**src/rtl/audio_bridge_pkg.sv**
```systemverilog
// audio_bridge_pkg: shared helpers for the audio stream bridge
package audio_bridge_pkg;
  function automatic int chw(input int n);
    return (n <= 2) ? 1 : $clog2(n);
  endfunction
  function automatic logic [15:0] sat_inc16(input logic [15:0] v);
    return (v == 16'hFFFF) ? v : v + 16'd1;
  endfunction
  function automatic logic [63:0] pack_out(input logic [63:0] v, input int sh);
    return v << sh;
  endfunction
endpackage

```
**src/rtl/audio_stream_bridge_fifo.sv**
```systemverilog
// sync_fifo: register-based FIFO accepting a push into a full FIFO when a pop happens in the same cycle
module sync_fifo #(
  parameter int WIDTH = 8,
  parameter int DEPTH = 4
) (
  input  logic             clk,
  input  logic             reset,
  input  logic             push,
  input  logic             pop,
  input  logic [WIDTH-1:0] din,
  output logic [WIDTH-1:0] dout,
  output logic             full,
  output logic             empty
);
  localparam int AW = $clog2(DEPTH);
  logic [WIDTH-1:0] mem [DEPTH];
  logic [AW:0] wp, rp;
  logic do_push, do_pop;
  assign empty = wp == rp;
  assign full = (wp[AW] != rp[AW]) && (wp[AW-1:0] == rp[AW-1:0]);
  assign do_pop = pop && !empty;
  assign do_push = push && (!full || do_pop);
  assign dout = mem[rp[AW-1:0]];
  // storage and pointer update; the extra pointer bit separates full from empty
  always_ff @(posedge clk or posedge reset)
    if (reset) begin
      wp <= '0;
      rp <= '0;
      for (int i = 0; i < DEPTH; i++) mem[i] <= '0;
    end else begin
      if (do_push) mem[wp[AW-1:0]] <= din;
      if (do_push) wp <= wp + 1'b1;
      if (do_pop) rp <= rp + 1'b1;
    end
endmodule

```
**src/rtl/audio_stream_bridge.sv**
```systemverilog
// audio_stream_bridge: channel-tagged capture, processor handshake, in-order return and per-channel DAC registers
module audio_stream_bridge
  import audio_bridge_pkg::*;
#(
  parameter int NUM_CH     = 2,
  parameter int IN_WIDTH   = 24,
  parameter int PROC_WIDTH = 16,
  parameter int OUT_WIDTH  = 32,
  parameter int FIFO_DEPTH = 4,
  localparam int CHW = chw(NUM_CH)
) (
  input  logic                  clk,
  input  logic                  reset,
  input  logic [OUT_WIDTH-1:0]  adc_data_i,
  input  logic                  adc_valid_i,
  input  logic                  adc_sync_i,
  input  logic                  bypass_i,
  output logic [PROC_WIDTH-1:0] proc_data_o,
  output logic [CHW-1:0]        proc_ch_o,
  output logic                  proc_valid_o,
  input  logic                  proc_ready_i,
  input  logic [PROC_WIDTH-1:0] res_data_i,
  input  logic                  res_valid_i,
  input  logic                  dac_request_i,
  input  logic                  dac_sync_i,
  output logic [OUT_WIDTH-1:0]  dac_data_o,
  output logic [15:0]           overflow_cnt_o,
  output logic [15:0]           underrun_cnt_o
);
  logic [CHW-1:0] rx_cnt, tx_cnt, rx_ch, tx_ch, cap_tag, res_ch;
  logic [IN_WIDTH-1:0] cap_smp, res_al;
  logic [IN_WIDTH-1:0] out_reg [NUM_CH];
  logic [NUM_CH-1:0] fresh, fresh_set;
  logic [OUT_WIDTH-1:0] dac_word;
  logic cap_full, cap_empty, cap_pop, tag_full, tag_empty;
  logic issue, byp_wr, res_ok, unused_hi;

  function automatic logic [CHW-1:0] nxt(input logic [CHW-1:0] c);
    return (c == CHW'(NUM_CH - 1)) ? '0 : c + 1'b1;
  endfunction

  assign unused_hi = &{1'b0, adc_data_i};
  assign rx_ch = adc_sync_i ? '0 : rx_cnt;
  assign tx_ch = dac_sync_i ? '0 : tx_cnt;
  assign proc_valid_o = !cap_empty && !tag_full && !bypass_i;
  assign proc_data_o = cap_smp[IN_WIDTH-1 -: PROC_WIDTH];
  assign proc_ch_o = cap_tag;
  assign issue = proc_valid_o && proc_ready_i;
  assign byp_wr = bypass_i && !cap_empty;
  assign cap_pop = bypass_i ? !cap_empty : issue;
  assign res_ok = res_valid_i && !tag_empty;
  assign res_al = IN_WIDTH'(pack_out(64'(res_data_i), IN_WIDTH - PROC_WIDTH));
  assign dac_word = OUT_WIDTH'(pack_out(64'(out_reg[tx_ch]), 0));

  sync_fifo #(.WIDTH(CHW + IN_WIDTH), .DEPTH(FIFO_DEPTH)) u_cap (
    .clk(clk), .reset(reset), .push(adc_valid_i), .pop(cap_pop),
    .din({rx_ch, adc_data_i[IN_WIDTH-1:0]}), .dout({cap_tag, cap_smp}),
    .full(cap_full), .empty(cap_empty)
  );

  sync_fifo #(.WIDTH(CHW), .DEPTH(FIFO_DEPTH)) u_tag (
    .clk(clk), .reset(reset), .push(issue), .pop(res_valid_i),
    .din(cap_tag), .dout(res_ch), .full(tag_full), .empty(tag_empty)
  );

  // a channel becomes fresh when a bypass sample or a returned result lands in it
  always_comb begin
    fresh_set = '0;
    for (int i = 0; i < NUM_CH; i++)
      fresh_set[i] = (byp_wr && cap_tag == CHW'(i)) || (res_ok && res_ch == CHW'(i));
  end

  // output registers; a set beats a DAC clear so a same-cycle write is never marked stale
  always_ff @(posedge clk or posedge reset)
    if (reset) begin
      fresh <= '0;
      for (int i = 0; i < NUM_CH; i++) out_reg[i] <= '0;
    end else
      for (int i = 0; i < NUM_CH; i++) begin
        if (byp_wr && cap_tag == CHW'(i)) out_reg[i] <= cap_smp;
        else if (res_ok && res_ch == CHW'(i)) out_reg[i] <= res_al;
        if (fresh_set[i]) fresh[i] <= 1'b1;
        else if (dac_request_i && tx_ch == CHW'(i)) fresh[i] <= 1'b0;
      end

  // channel counters, DAC word and saturating drop/stale accounting
  always_ff @(posedge clk or posedge reset)
    if (reset) begin
      rx_cnt <= '0;
      tx_cnt <= '0;
      dac_data_o <= '0;
      overflow_cnt_o <= '0;
      underrun_cnt_o <= '0;
    end else begin
      if (adc_valid_i) rx_cnt <= nxt(rx_ch);
      if (dac_request_i) tx_cnt <= nxt(tx_ch);
      if (dac_request_i) dac_data_o <= dac_word;
      if (adc_valid_i && cap_full && !cap_pop) overflow_cnt_o <= sat_inc16(overflow_cnt_o);
      if (dac_request_i && !fresh[tx_ch]) underrun_cnt_o <= sat_inc16(underrun_cnt_o);
    end
endmodule
```
**config.mk**
```make
export PLATFORM = sky130hd
export DESIGN_NAME = audio_stream_bridge
export DESIGN_NICKNAME = d
export VERILOG_FILES = /design/src/rtl/audio_bridge_pkg.sv /design/src/rtl/audio_stream_bridge_fifo.sv /design/src/rtl/audio_stream_bridge.sv
export SDC_FILE = /design/constraint.sdc
export NUM_CORES = 1
export LEC_CHECK = 0
export CAP_MARGIN = 20
export CORE_AREA = 4 4 137 139
export CTS_BUF_LIST = sky130_fd_sc_hd__clkbuf_16
export CTS_CLUSTER_DIAMETER = 40
export DETAILED_ROUTE_END_ITERATION = 16
export DIE_AREA = 0 0 141 143
export PLACE_DENSITY = 0.85
export SLEW_MARGIN = 20
export SYNTH_ARGS = -nofsm -noshare
export SYNTH_HDL_FRONTEND = slang
export SYNTH_SLANG_ARGS = --single-unit
```
**constraint.sdc**
```tcl
create_clock -name clk -period 15.3 [get_ports clk]
set_clock_uncertainty 0.1 [all_clocks]
set_input_delay 1.53 -clock clk [delete_from_list [all_inputs] [get_ports clk]]
set_output_delay 1.53 -clock clk [all_outputs]
set_load 0.02 [all_outputs]
```
After elaboration in Yosys (flattened, before gate mapping) --
Cells that the tools add are included.
Operators by class: div/mod/pow operators 0, order comparisons 8, reductions and logical operators 38, shift operators 0, add/subtract/negate cells 8, mux-type cells 30, equality and inequality tests 8, bitwise operators 10, multiply operators 0
Operator list (count):
- 24-bit 2-to-1 mux | 7
- 100-bit bitwise mux | 1
- 25-bit 2-to-1 mux | 3
- 25-bit binary-select mux with 2-bit select | 1
- 25-bit demux with 2-bit select | 1
- 16-bit by 1-bit adder with 16-bit output (second input constant) | 2
- 16-bit == test (second input constant) | 2
- 1-bit logical AND | 21
- 1-bit 2-to-1 mux | 14
- 3-bit by 1-bit adder with 3-bit output (second input constant) | 4
- 3-bit greater-or-equal comparator (second input constant) | 4
- 2-bit inverter with 3-bit output | 4
- 2-bit nonzero test | 4
- 1-bit zero test | 7
- 3-bit == test | 2
- 3-bit by 1-bit less-than comparator with 1-bit output (second input constant) | 2
- 1-bit inverter | 5
- 4-bit bitwise mux | 1
- 2-bit == test | 2
- 1-bit logical OR | 4
- 2-bit AND reduction | 2
- 1-bit adder (second input constant) | 2
- 1-bit binary-select mux with 2-bit select | 1
- 1-bit demux with 2-bit select | 1
- other kinds (4) | 5
Storage, ports and cells: memory bits (read-only) 0, output and inout bits 82, bits in writable memories 0, flip-flop bits (word level) 224, input port bits 57, logic and storage cells 123, memories 0, latch bits 0

Depth between registers and ports, before layout --
Gate-level depths: netlist (run 1).
word-level depth 10, mapped depth 8, mapped depth without buffers 6

Hierarchy --
From an unflattened synthesis (run 1), not the netlist that was laid out.
Second synthesis, totals: cell total of the unflattened synthesis 827, area, all modules 10561.4 um2
Modules (own cells, without submodules):
- audio_stream_bridge | sequential area each 2702.6 um2, cells an instance 489, instances 1, area an instance 4947.2 um2
- sync_fifo (u_cap) | sequential area each 2652.5 um2, cells an instance 278, instances 1, area an instance 4936.0 um2
- sync_fifo (u_tag) | sequential area each 250.2 um2, cells an instance 60, instances 1, area an instance 678.2 um2

Worst setup path before layout (run 1) --
Ideal clock, no wire load.
path type input to output, start input port bypass_i, end output port proc_valid_o, buffers on the path 0, path slack 11.398 ns, required time 13.670 ns, stages on the path 1, arrival time 2.272 ns, cell sequence nor3_1
On the way: longest elaborated chain between the ends 2
RTL lines:
- start: declaration | RTL line audio_stream_bridge.sv:17 | input logic bypass_i,
- 1-bit zero test | RTL line audio_stream_bridge.sv:45 | assign proc_valid_o = !cap_empty && !tag_full && !bypass_i;
- 1-bit logical AND | RTL line audio_stream_bridge.sv:45
- end: declaration | RTL line audio_stream_bridge.sv:20 | output logic proc_valid_o,
Every way passes these cells.

Final worst setup path (run 1) --
start register u_cap.rp[0], end output port proc_valid_o
On the way: longest elaborated chain between the ends 4
RTL lines:
- start: declaration | RTL line audio_stream_bridge_fifo.sv:17 | logic [AW:0] wp, rp;
- start signal: assignment | RTL line audio_stream_bridge_fifo.sv:33 | if (do_pop) rp <= rp + 1'b1;
- 3-bit == test | RTL line audio_stream_bridge_fifo.sv:19 | assign empty = wp == rp;
- 1-bit zero test | RTL line audio_stream_bridge.sv:45
- 1-bit logical AND (2 in series) | RTL line audio_stream_bridge.sv:45
Every way passes these cells.

==> run summary, run 1 <==
The via total after detailed routing came out at 7063. The async set or reset register ratio after synthesis came out at 100.0%. The standard cell area after detailed placement is 0.01167 mm2.

The maximum VDD drop came out at 0.0001706 V. The number of antenna violations at the first check in global routing is 0. The worst setup slack after layout came out at 10290 ps.

After synthesis, the most frequently instantiated cells are dfrtp_1 (224), nand2_1 (98), mux2_4 (79). The number of setup violations in the final report came out at 0. The fraction of power spent switching nets is 36.54%. The number of flip-flops under the largest register name is 100.

Setup repair after global routing left no endpoint under its margin. The number of top-level design ports is 139. The estimated wirelength of the detail-placed design is 15020 um. The count of endpoints failing hold in the final timing report came out at 0. The repair_antennas step left the layout with diodes totalling 0.

In this design, the largest share of critical-path delay is due to flip-flops. The total power density per cell area came out at 236.9 mW/mm2. Synthesis inferred 224 register bits. Buffers inserted during clock tree synthesis total 30. The total overflow reported by the global router came out at 0. The hold buffer count at cts came out at 0. For this run, the leading register cell type out of synthesis is dfrtp_1. The pin count of the biggest net entering global routing came out at 144. The critical path startpoint category is a flop. In this run, post-CTS repair resized a total of 0 instances. Measured against its own limit, the worst slew margin works out to 34.29%. The signal on the critical path passes through xor2_1, nor3b_1, nor3_1, clkdlybuf4s50_1. The worst setup slack before clock tree synthesis came out at 10320 ps. Per report_power, the clock group accounts for 23.3% of the total. The area of all placed cells without fillers is 0.01273 mm2. The total die area is 0.02016 mm2.

The clock-pin transition on the worst setup and hold timing paths came out at 60 ps. The fraction of final layout cells with drive strength greater than 1 is 21.69%. Yosys attributes the largest share of cell area to dfrtp_1 (54%), mux2_4 (11%), mux4_2 (5.6%), nand2_1 (3.5%), mux2_2 (3.2%). The category of the worst setup path capture point is a primary output. The largest total area in the synthesized netlist belongs to dfrtp_1. The final wirelength came out at 24390 um. The first-iteration detailed-routing DRC count came out at 684.

For this configuration, the core starts out at a cell density of 59.14%. The worst min-delay path class is flop to flop. The floorplan step set the die height to 143 um. The relative contribution of sequential cells to total power is 34.5%. The fmax came out at 199.6 MHz. The net count of the finished layout is 1018.

The data required time at the worst endpoint came out at 13670 ps. The tool flagged a number of max-cap violations equal to 0. The area used by multi-input combinational logic came out at 0.004476 mm2. The worst-skew pair later-pin latency came out at 540 ps. Yosys mapped a number of flops with a built-in enable equal to 0. The clock period minus worst slack is 5011 ps.

Summed over all failing endpoints, the final setup total negative slack is 0 ps. The filler cell count in the final layout came out at 1147. The signal arrival time at the worst endpoint is 3380 ps. The area of the core is 0.01766 mm2.

The number of global-route vias before repair was 7159. The wire length of the first global-routing pass is 39050 um. The average routed wire per standard cell came out at 20.29 um. For this run, the number of Yosys warnings is 0. The largest single stage delay on the critical path is 1000 ps.

The register cell area after layout is 0.005607 mm2. The mean cell area of the mapped netlist is 12.49 um2. The synthesized netlist cell count came out at 836. The post-route clock period utilization is 32.75%. The root cell of the clock tree is clkbuf_16.

The share of the Yosys chip area taken by registers is 53.68%. The utilization after layout is 72.07%. Once detail routing completed, the nets flagged for antenna violations numbered 0.

The die is 141 um wide. The leakage component of the power is 5.634 nW. TritonCTS built the clock tree. The number of buffers and inverters on the critical path is 1. For this run, design rule violations remaining after detail routing come to 0. Across every metal layer, demand over resource in global routing totals 24.26%. The flow ran to the end, and the final reports show no timing, DRC or antenna violations.

The cell internal power dissipation is 1.913 mW. The largest buffer count on any clock path came out at 3. The most common cell in the synthesized netlist is dfrtp_1. In this run the worst path has a maximum fanout of 28. The relative area change from synthesis to final layout is 21.87%. The total of buffers placed on input and output ports came out at 122. Using the TritonRoute via totals, the vias-per-cell ratio works out to 5.876.

The combinational fraction of design power came out at 42.3%. The final estimated routing congestion in global placement came out at 0.7759. The deepest level of the CTS H-tree came out at 1. The pre-antenna-repair detailed-routing pass consisted of 5 iterations. The share of the synthesized area in the top cell type is 53.68%.

The row count came out at 49. The CTS sink count is 224. The synthesized area is 0.01044 mm2. By startpoint and endpoint, the worst setup path is classified as flop to primary output.

The number of setup buffers added after CTS came out at 0. The slew at the pin with the worst max-slew slack came out at 985.6 ps. The count of unique library cells instantiated by Yosys came out at 46.

The slowest stage of the critical path is the dfrtp_2 cell. The net switching power of the design came out at 1.102 mW. The total count of max-transition violations in the final report is 0.
cell type report:
class / count / share of cell area (%)
inverters: 12 / 0.4129
repair buffers: 128 / 10.07
well taps: 229 / 2.251
clock inverters: 25 / 1.947
flip-flops and latches: 224 / 44.06
multi-input cells: 553 / 35.17
clock buffers: 31 / 6.096
power by group through the flow:
stage          clock, mW  sequential, mW  combinational, mW
4_1_cts            0.710            1.03               1.27
3_5_place_dp           0            1.03               1.24
3_3_place_gp           0            1.02               1.20
6_report           0.701            1.04               1.27
2_1_floorplan          0            1.00              0.900
5_1_grt            0.736            1.07               1.36
routing by layer:
layer  vias to the layer above  share of wire, %  GRT usage [%]  wire [um]
met5                         -                 0              0          0
met4                         0               1.9          6.221        454
met3                        38               6.6          3.617       1604
met2                       278                49          40.10      11860
met1                      3590                43          34.33      10460
li1                       3157                 -              -          -
stage by stage:
stage                     power (mW)  hold WS (ps)  cells
after floorplan                1.902         359.1    843
after global placement         2.226         379.0   1145
after detailed placement       2.277         382.3   1145
after CTS                      3.013         389.7   1201
after global routing           3.163         415.3   1202
final                          3.015         385.9   1202
cell usage in the layout (no fill, tap or decap), drive strengths merged, types with 3 or more instances in the layout:
cell type	instances
or2	3
clkbuf	31
bufinv	3
clkdlybuf4s50	121
xnor2	24
o21ai	3
xor2	20
conb	8
a22o	16
buf	7
nor3	8
a21oi	67
inv	21
clkinv	12
a31oi	24
dfrtp	224
nand3	14
mux4	26
nand2	98
nand4	13
nor2	73
ha	12
and3	6
mux2	109
and2	6
nor3b	3
cells by family (layout without fill, tap and decap cells):
kind of cell    Yosys count  count (layout)  synth area share (%)
mux                     135             135                 20.20
flops                   224             224                 53.68
buf+inv                  66             196                 3.810
simple gates            238             238                 10.32
fa+ha+maj                12              12                 1.438
compound gates          116             116                 6.830
other cells               1               8               0.03591
xor+xnor                 44              44                 3.690
path summary, 6_finish.rpt:
path | startpoint | to | slack [ps] | depth (start not counted)
worst max-delay path | u_cap.rp[0] | proc_valid_o | 10290 | 4
worst min-delay path | underrun_cnt_o[11] | underrun_cnt_o[11] | 390 | 1
worst max register to register | u_cap.rp[0] | out_reg[30] | 11930 | 6
worst min register to register | underrun_cnt_o[11] | underrun_cnt_o[11] | 390 | 1
max in group asynchronous | reset | u_cap.mem[62] | 12280 | 4
min in group asynchronous | reset | u_tag.wp[2] | 1520 | 2
Power figures use the tool's default switching activity.
==> run 2, diff against run 1 <==
- CORE_AREA: 4 4 137 139 -> 4 4 143 145
- DIE_AREA: 0 0 141 143 -> 0 0 147 149
- PLACE_DENSITY: 0.85 -> 0.79
- clock period: 15.3 -> 5 ns (I/O delays scaled with it)
==> run 2 against run 1 <==
- critical path depth unchanged
- global-route usage down 2.6 points
- critical endpoint unchanged
- design area increased by 0.55%
- via count is 2.1% lower
- sequential share of layout area decreased by 0.24 points
- cell count increased by 3.2%
- combinational power rose to 3.1 times the previous value
- register-to-register slack lost 10000 ps
- clock power grew to 3.1 times the previous value
- non-clock buffer count up 3
- routed wire length is 2.7% lower
- flip-flop and latch count is the same
==> run summary, run 2 (synthesized netlist as in run 1, its figures left out) <==
The total count of max-transition violations in the final report is 0. The worst setup path is launched from a flop. The net switching power of the design is 3.284 mW. After detailed routing, the number of remaining DRC violations is 0. The count of cells resized by post-cts repair is 0. After floorplanning, the core was divided into 51 placement rows. The number of antenna violations at the first check in global routing is 0. The number of antenna diodes is 0.

Of the total power, the share spent switching nets is 35.76%. The library cell used most frequently in the layout, excluding fill and tap cells, is dfrtp_1. Counting along the longest clock path gives a buffer depth of 3. The count of endpoints failing hold in the final timing report is 0. The signal arrival time at the worst endpoint came out at 2930 ps. The fmax is 283.4 MHz. The filler cell count in the final layout came out at 1380. The tool flagged a number of max-cap violations equal to 0. The number of buffer and inverter stages on the critical path is 1.

The root buffer cell chosen for the clock tree is clkbuf_16. The register cell area after layout came out at 0.005607 mm2. The worst register-to-register path begins at u_cap.rp[0]. The number of setup violations in the final report came out at 0.

The standard cell area after detailed placement is 0.01175 mm2. The wire length of the first global-routing pass came out at 38610 um. The top cell types in the final layout, fill and taps aside, are dfrtp_1 (223), clkdlybuf4s50_1 (121), nand2_1 (98), mux2_4 (79), nor2_1 (72). Among all stages on the critical path, the largest delay is contributed by clkdlybuf4s50_1.

Summed over all nets, the half-perimeter wirelength after detailed placement is 15190 um. The tightest min-delay check is of the primary input to async pin type. The floorplan step defined a die boundary enclosing 0.02190 mm2. The final estimated routing congestion in global placement is 0.8504. The worst setup slack after layout is 1472 ps. The via total after detailed routing came out at 6912. The area of all placed cells without fillers is 0.01280 mm2. The final layout contains routed wiring with a total length of 23740 um. The area of the core came out at 0.01921 mm2. The total power density per cell area came out at 717.7 mW/mm2. After the first detailed-routing iteration, the DRC count stood at 537. The number of routed nets with antenna violations came out at 0. The most critical setup path has its startpoint at u_cap.rp[0]. The number of buffers added by the clock tree synthesis step came out at 30.

The setup check on the worst reg-to-reg path leaves a slack of 1850 ps. The final total negative setup slack came out at 0 ps. The endpoint of the lowest-slack register-to-register path is out_reg[2]. The number of flip-flops under the largest register name came out at 100. The number of global-route vias before repair is 7245. The largest single stage delay on the critical path is 720 ps. The logic depth of the worst register-to-register path came out at 6. Final hold analysis gives a worst-case slack of 270.4 ps. The critical path goes through xor2_1, nor3b_1, nor3_1, clkdlybuf4s50_1.

The critical path class is flop to primary output. Broken down by cell family, the worst path's largest delay share belongs to buffers and inverters. After the last flow step, the layout net total stands at 1021.

The clock period minus worst slack is 3528 ps. The final critical path takes up 70.57% of the cycle. The cell total after placement came out at 1185.

The tightest slew margin relative to the limit is 32.46%. Measured along the y axis, the die boundary spans 149 um. The leakage component of the power is 5.630 nW. The relative contribution of sequential cells to total power came out at 34.1%. The run finished with clean final reports. Setup repair after global routing left no endpoint under its margin. The worst-skew pair later-pin latency is 540 ps. Using the TritonRoute via totals, the vias-per-cell ratio works out to 5.570.

The slew at the pin with the worst max-slew slack is 987.6 ps. The worst-case IR drop observed on VDD is 0.0004283 V. The peak fanout along the critical path came out at 15. The initial standard-cell utilization of the core came out at 54.37%. The clock group share of total power came out at 23.6%. For this design, the CTS-stage hold fixing added 0 buffers. The area used by multi-input combinational logic came out at 0.004473 mm2. For the worst setup path, the data required time is 4400 ps.

The pin count of the biggest net entering global routing is 129. The total iterations of the first detailed-routing run is 5. OpenSTA, run right after detailed placement, puts the worst setup slack at 1867 ps. The CTS sink count came out at 224. The area growth from synthesis to layout is 22.54%. The die span in x came out at 147 um. The total overflow reported by the global router came out at 0. The final non-filler cell total came out at 1241. The combinational fraction of design power is 42.3%. The global routing usage summed across all routing layers came out at 21.68%. The clock-pin transition on the worst setup and hold timing paths came out at 60 ps. The number of setup buffers added after CTS is 0. The worst setup path is captured at a primary output. The cell internal power dissipation is 5.899 mW. The total of buffers placed on input and output ports came out at 122. The number of top-level design ports came out at 139.

The end point of the critical path is proc_valid_o. TritonCTS built the clock tree. The deepest level of the CTS H-tree came out at 1. Dividing the detail-routed wire length by the instance count gives 19.13 um. Of the cells placed in the final design, the portion with a size suffix greater than 1 is 21.72%. The total stage count of the critical path came out at 4.
==> run 2: cell types whose count changed in the layout (fill, tap and decap cells not counted), moves of 2 or more <==
cell / change
inv_1: +2
clkinv_2: -3
buf_4: +3
inv_8: -3
clkinvlp_4: +6
==> run 2: final cells by class <==
cell class / instances / area share [%]
flip-flops and latches: 224 / 43.82
multi-input cells: 553 / 34.96
repair buffers: 131 / 10.13
clock buffers: 31 / 6.062
well taps: 265 / 2.591
clock inverters: 25 / 2.063
inverters: 12 / 0.3813
==> run 2: per-stage QoR <==
step	utilization, %	power, mW
2_1_floorplan	-	5.820
3_3_place_gp	61.18	6.857
3_5_place_dp	61.18	6.974
4_1_cts	66.60	9.221
5_1_grt	66.62	9.683
6_report	66.62	9.184
==> run 2: worst min-delay path by stage <==
stage | cells past startpoint | to | slack, ps | from
CTS | 2 | out_reg[20] | 270 | reset
floorplan | 2 | fresh[1] | 360 | fresh[1]
finish | 2 | dac_data_o[20] | 270 | reset
global placement | 1 | u_cap.wp[2] | 380 | u_cap.wp[2]
detailed placement | 1 | u_cap.wp[2] | 380 | u_cap.wp[2]
global route | 2 | out_reg[20] | 300 | reset
==> run 2: worst reg2reg max path, cell delays in order (launching register included) <==
cell     delay (ps)
dfrtp_2         690
buf_4           390
mux4_2          660
and3b_1         420
buf_4           300
nor2_2          330
a22o_1          190
==> run 2: power groups by stage <==
stage	sequential [mW]	combinational, mW	clock (mW)
floorplan	3.07	2.75	0
global placement	3.10	3.76	0
detailed placement	3.13	3.85	0
CTS	3.13	3.90	2.20
global route	3.22	4.18	2.28
finish	3.14	3.88	2.17
==> run 2: routing by layer <==
layer	wire length (um)	vias to the layer above	part of all wire, %	GRT usage (%)
li1	-	3161	-	-
met1	10090	3487	43	29.43
met2	11540	223	49	36.34
met3	1484	41	6.3	3.342
met4	618	0	2.6	7.036
met5	0	-	0	0
